`src/rtl/interrupt_pc_sequencer.sv`:
```
// -----------------------------------------------------------------------------
// interrupt_pc_sequencer
//
// Sits between the interrupt controller and the fetch-stage PC register.
// Turns an interrupt request into a PC redirect. The interrupted PC is saved on
// a small LIFO return stack. A decoded return-from-interrupt restores that PC
// and tells the controller the source has been serviced.
//
// Parameters
//   DEPTH  return-stack entries / maximum nesting level (1..8)
//   AW     address width (matches the controller's dir_out)
//   NEST   1: accept a new request while an ISR is active
//          0: hold it pending until the ISR returns
//
// Ports
//   clk            rising-edge clock
//   reset          synchronous, active-high reset
//   s_interruption request level from the controller (rising edge = request)
//   dir_in         ISR entry address, valid in the cycle the edge is detected
//   pc_current     address the CPU would fetch next (the return address)
//   i_reti         return-from-interrupt decoded (one-cycle pulse)
//   pc_load        one-cycle strobe: PC register loads pc_target
//   pc_target      redirect address, held while pc_load is low
//   s_finished     one-cycle pulse to the controller on each completed return
//   in_isr         high while depth > 0
//   depth          current stack occupancy (0..DEPTH)
//   err_ovf        one-cycle pulse: request dropped, stack full
//   err_unf        one-cycle pulse: i_reti rejected (not in ACTIVE)
//
// Interface protocol: there is no valid/ready back-pressure. Every input event
// (s_interruption rising edge, i_reti pulse) is accepted unconditionally in the
// cycle it is sampled. Every output event (pc_load, s_finished, err_ovf,
// err_unf) is a registered single-cycle strobe, and the consumer must act on it
// in that cycle. pc_target is only meaningful while pc_load is high.
// -----------------------------------------------------------------------------
module interrupt_pc_sequencer #(
  parameter int DEPTH = 4,
  parameter int AW    = 10,
  parameter int NEST  = 0
) (
  input  logic          clk,
  input  logic          reset,
  input  logic          s_interruption,
  input  logic [AW-1:0] dir_in,
  input  logic [AW-1:0] pc_current,
  input  logic          i_reti,
  output logic          pc_load,
  output logic [AW-1:0] pc_target,
  output logic          s_finished,
  output logic          in_isr,
  output logic [3:0]    depth,
  output logic          err_ovf,
  output logic          err_unf
);

  localparam logic [3:0] DEPTH_MAX = 4'(DEPTH);
  localparam bit         NEST_EN   = (NEST != 0);

  typedef enum logic [1:0] {
    ST_IDLE   = 2'd0,
    ST_ENTER  = 2'd1,
    ST_ACTIVE = 2'd2,
    ST_LEAVE  = 2'd3
  } state_t;

  state_t        state, state_d;

  logic          s_int_q;
  logic          req;

  // Sized for the largest legal DEPTH, so the index is always exactly 3 bits.
  // Entries are not reset; only depth says which ones are valid.
  logic [AW-1:0] stack [8];

  logic          pend_v, pend_v_d;
  logic [AW-1:0] pend_addr, pend_addr_d;

  logic [3:0]    depth_d;
  logic          pc_load_d, s_finished_d, err_ovf_d, err_unf_d;
  logic [AW-1:0] pc_target_d;

  logic          start_entry;
  logic [AW-1:0] entry_addr;
  logic          push_en;
  logic [2:0]    push_idx, top_idx;

  assign req      = s_interruption & ~s_int_q;
  assign push_idx = depth[2:0];
  // With DEPTH=8 and a full stack depth[2:0] wraps to 0, so top_idx is 7.
  assign top_idx  = depth[2:0] - 3'd1;

  // ---------------------------------------------------------------------------
  // Next-state / next-output logic. All outputs are registered, so the values
  // computed here describe what is visible during the cycle after the edge:
  // the cycle spent in ENTER shows the entry load, the cycle in LEAVE shows the
  // return load.
  // ---------------------------------------------------------------------------
  always_comb begin
    state_d      = state;
    depth_d      = depth;
    pend_v_d     = pend_v;
    pend_addr_d  = pend_addr;
    pc_load_d    = 1'b0;
    pc_target_d  = pc_target;
    s_finished_d = 1'b0;
    err_ovf_d    = 1'b0;
    err_unf_d    = 1'b0;
    start_entry  = 1'b0;
    entry_addr   = dir_in;
    push_en      = 1'b0;

    case (state)
      ST_IDLE: begin
        if (i_reti) err_unf_d = 1'b1;
        // A fresh edge is the newest request, so it supersedes a pending one
        // (the same overwrite rule as a second request while pending).
        if (req) begin
          start_entry = 1'b1;
          entry_addr  = dir_in;
          pend_v_d    = 1'b0;
        end else if (pend_v) begin
          start_entry = 1'b1;
          entry_addr  = pend_addr;
          pend_v_d    = 1'b0;
        end
      end

      ST_ENTER: begin
        state_d = ST_ACTIVE;
        if (i_reti) err_unf_d = 1'b1;
        if (req) begin
          pend_v_d    = 1'b1;
          pend_addr_d = dir_in;
        end
      end

      ST_ACTIVE: begin
        if (i_reti) begin
          // Return wins over a simultaneous request; the request is parked.
          state_d      = ST_LEAVE;
          pc_load_d    = 1'b1;
          pc_target_d  = stack[top_idx];
          s_finished_d = 1'b1;
          depth_d      = depth - 4'd1;
          if (req) begin
            pend_v_d    = 1'b1;
            pend_addr_d = dir_in;
          end
        end else if (req) begin
          if (!NEST_EN) begin
            pend_v_d    = 1'b1;
            pend_addr_d = dir_in;
          end else if (depth < DEPTH_MAX) begin
            start_entry = 1'b1;
            entry_addr  = dir_in;
          end else begin
            err_ovf_d = 1'b1;
          end
        end
      end

      ST_LEAVE: begin
        if (i_reti) err_unf_d = 1'b1;
        // A pending request goes through IDLE so that the return address pushed
        // for it is the restored PC, which the CPU presents one cycle later.
        if (pend_v)              state_d = ST_IDLE;
        else if (depth == 4'd0)  state_d = ST_IDLE;
        else                     state_d = ST_ACTIVE;
        if (req) begin
          pend_v_d    = 1'b1;
          pend_addr_d = dir_in;
        end
      end

      default: state_d = ST_IDLE;
    endcase

    if (start_entry) begin
      state_d     = ST_ENTER;
      push_en     = 1'b1;
      depth_d     = depth + 4'd1;
      pc_load_d   = 1'b1;
      pc_target_d = entry_addr;
    end
  end

  // ---------------------------------------------------------------------------
  // State and output registers
  // ---------------------------------------------------------------------------
  always_ff @(posedge clk) begin
    if (reset) begin
      state      <= ST_IDLE;
      s_int_q    <= 1'b0;
      depth      <= 4'd0;
      pend_v     <= 1'b0;
      pend_addr  <= '0;
      pc_load    <= 1'b0;
      pc_target  <= '0;
      s_finished <= 1'b0;
      err_ovf    <= 1'b0;
      err_unf    <= 1'b0;
      in_isr     <= 1'b0;
    end else begin
      state      <= state_d;
      s_int_q    <= s_interruption;
      depth      <= depth_d;
      pend_v     <= pend_v_d;
      pend_addr  <= pend_addr_d;
      pc_load    <= pc_load_d;
      pc_target  <= pc_target_d;
      s_finished <= s_finished_d;
      err_ovf    <= err_ovf_d;
      err_unf    <= err_unf_d;
      in_isr     <= (depth_d != 4'd0);
    end
  end

  // Return stack storage: no reset, written only on an entry.
  always_ff @(posedge clk) begin
    if (push_en) stack[push_idx] <= pc_current;
  end

endmodule

```
`config.mk`:
```
export PLATFORM = sky130hd
export DESIGN_NAME = interrupt_pc_sequencer
export DESIGN_NICKNAME = d
export VERILOG_FILES = /design/src/rtl/interrupt_pc_sequencer.sv
export SDC_FILE = /design/constraint.sdc
export NUM_CORES = 1
export LEC_CHECK = 0
export ABC_AREA = 1
export CAP_MARGIN = 25
export CORE_MARGIN = 4
export CORE_UTILIZATION = 50
export CTS_BUF_LIST = sky130_fd_sc_hd__clkbuf_4
export CTS_CLUSTER_SIZE = 12
export DETAILED_ROUTE_END_ITERATION = 16
export GPL_TIMING_DRIVEN = 0
export PLACE_DENSITY = 0.68
export SYNTH_ARGS = -nofsm -noshare
export SYNTH_HDL_FRONTEND = slang
export SYNTH_SLANG_ARGS = --single-unit
```
`constraint.sdc`:
```
create_clock -name clk -period 3.9 [get_ports clk]
set_input_delay 1.17 -clock clk [delete_from_list [all_inputs] [get_ports clk]]
set_output_delay 1.17 -clock clk [all_outputs]
set_load 0.02 [all_outputs]
```
==> impl_results.md <==
* Outcome: finished, final reports clean
* Synthesized area at 0.004908 mm²
* Die W at 107.1 µm
* Largest net degree at the start of global routing at 21
* Num CTS Buffers at 9
* Post-Syn Nets at 551
* Setup violators final at 0
* Critical Path Sink Type: flip-flop
* Final wirelength at 10330 µm
* Final max-slew violation count at 0
* Peak VDD IR at 0.4016 mV
* Avg Vias per Cell at 4.942
* Final hold slack at 0.4597 ns
* Total GRT Usage at 18.99%
* # nets final at 603
* CTS root buf: clkbuf_4
* Commonest cells after routing, fill and taps aside: 162 x nand2_1, 80 x edfxtp_1, 50 x nor2_1, 48 x nand3_1, 45 x inv_1
* Placer Congestion at 0.8270
* Initial Utilization at 52.13%
* Row count at 35
* Die Area at 0.01147 mm²
* Post-synthesis sequential area ratio at 61.99%
* Worst Hold Class: reg2reg
* Critical Path Source: s_interruption
* Hold Path Stages at 2
* Initial antenna violation count at 0
* Share of post-route cells with drive strength above 1 at 8.839%
* Area contributors post-synth: edfxtp_1 49%, dfxtp_1 13%, nand2_1 12%
* Register-to-Register Path Depth at 6
* Cell taking the most area after synthesis: edfxtp_1
* Sink Count at 112
* CTS H-tree lvls at 3
* Gr ovfl total at 0
* Iter 0 DRT Violations at 186
* CP arrival at 2.97 ns
* P&R area growth vs syn at 14.43%
* ANT cells at 0
* Worst rel slew slack at 33.91%
* Worst-path clk slew at 0.16 ns
* Die Ht at 107.1 µm
* Post-CTS Resized at 0
* ANT nets after route at 0
* CTS tree: yes
* Worst path max stage delay at 0.77 ns
* IO Count at 43
* Period utilization at 73.44%
* Pre-antenna DRT Iters at 5
* Endpoints failing hold at 0
* Least-Margin Pin Slew at 0.9877 ns
* # Max-Cap Violations at 0
* Power Density at 690.0 mW/mm²
* Slowest stage cell, crit path: nor2_1
* Core Util, Final at 59.65%
* Detailed Place HPWL at 7357 µm
* Wire per inst at 14.63 µm
* Leak Pwr at 2.317 nW
* Gate count of the mapped netlist at 520
* Commonest non-fill, non-tap cell in the layout: nand2_1
* Vias post-DR at 3489
* Post-route setup TNS at 0 ns
* Inst Count DP at 690
* First-pass GRT wire length at 16630 µm
* Crit-path cells: clkdlybuf4s50_1 > nand2_4 > nand2_4 > nand2_4 > inv_1 > nand2_1 > nor2_1
* CTS hold repair buffers at 0
* Crit-path most repeated cell: nand2_4
* Vias in the first global route at 3382
* Worst path required time at 4.01 ns
* Fmax at 349.2 MHz
* Final Critical Period at 2.864 ns
* Hold path startpoint: pend_addr[2]$_SDFFE_PP0P_
* Final std cells w/o fill at 706
* Setup Crit Path Kind: in2reg
* Synth cell types at 28
* Startpoint types: input pin
* Post-synthesis register bit count at 112
* Yosys Warn Count at 0
* Critical Path Fanout Max at 10
* Skew final at 0.01569 ns
* Synth Area per Inst at 9.439 µm²
* RSZ-0062 raised after global routing: false
* Fillers at 820
* Post-synth top area share at 48.94%
* Latest clock arrival within the worst-skew pair at 0.47 ns
* IO Port Bufs at 41
* Critical R2R Launch: state[0]$_SDFFE_PP0P_
* CTS Buffer Depth at 2
* Drc violations at 0
* Core area at 0.009415 mm²
* Post-CTS setup buffer count at 0
## area by class of cell
cell class	instances	area [µm²]	area share, %
flip-flops and latches	112	3043	54.18
multi-input cells	334	1536	27.36
repair buffers	41	410.4	7.307
inverters	49	186.4	3.319
well taps	129	161.4	2.874
plain buffers	25	147.6	2.629
clock buffers	9	67.56	1.203
clock inverters	7	63.81	1.136
## cells by family (layout without fill, tap and decap cells)
logic type	Yosys count	in the layout	share of synthesized area [%]
buf+inv	74	131	6.806
other cells	1	1	0.07640
flops	112	112	61.99
compound gates	47	47	4.869
simple gates	278	278	24.14
xor+xnor	1	1	0.3315
fa+ha+maj	7	7	1.784
## power breakdown
| group | internal, mW | leakage [nW] | switching (mW) | total [mW] |
|---|---|---|---|---|
| Sequential | 1.47 | 0.987 | 0.0815 | 1.55 |
| Combinational | 0.629 | 1.26 | 1.16 | 1.79 |
| Clock | 0.145 | 0.0721 | 0.390 | 0.536 |
| Total | 2.24 | 2.32 | 1.63 | 3.88 |
## synthesized netlist by cell type
library cell	count
nand2_4	3
o211ai_1	1
conb_1	1
xnor2_2	1
edfxtp_1	80
or2_1	1
nand2_2	1
nand2_1	162
o21ai_1	11
nor3_2	7
inv_2	3
nor3b_1	1
clkbuf_2	1
buf_4	7
a21oi_1	22
inv_1	45
buf_2	9
ha_1	7
clkbuf_1	5
buf_1	1
buf_6	2
nor2_1	50
a31oi_1	1
dfxtp_1	32
nor3_1	5
nand3_1	48
inv_4	1
o21ai_0	12
## path summary, 6_finish.rpt
path              slack [ns]                   endpoint
setup / recovery        1.04      stack[6][4]$_DFFE_PP_
hold / removal          0.46  pend_addr[2]$_SDFFE_PP0P_
setup reg to reg        1.59      stack[6][4]$_DFFE_PP_
hold reg to reg         0.46  pend_addr[2]$_SDFFE_PP0P_
## per-stage QoR
step | power (mW) | worst slack (ns) | cell area, µm²
after detailed placement | 3.361 | 0.5063 | 5485
final | 3.875 | 1.036 | 5617
after CTS | 3.895 | 1.023 | 5617
after global routing | 4.189 | 0.9534 | 5617
after global placement | 3.327 | 0.1769 | 5480
after floorplan | 2.797 | 1.238 | 4908
## critical path, delay by kind of cell
kind | cells | cell delay, ns
buffers and inverters | 2 | 0.64
and+or+nand+nor | 5 | 1.15
## layer usage
layer	track usage [%]	vias up	wire length [µm]	part of all wire (%)
met3	4.455	18	698	6.8
met1	25.05	1570	4589	44
met4	6.849	0	188	1.8
li1	-	1797	-	-
met2	30.65	104	4853	47
met5	0	-	0	0
## registers in the layout (all words and copies together), names as in the netlist
register / count
pend_v: 1
pc_target: 10
err_unf: 1
s_finished: 1
stack: 80
depth: 4
s_int_q: 1
in_isr: 1
pend_addr: 10
pc_load: 1
state: 2
(Power assumes the default switching activity.)
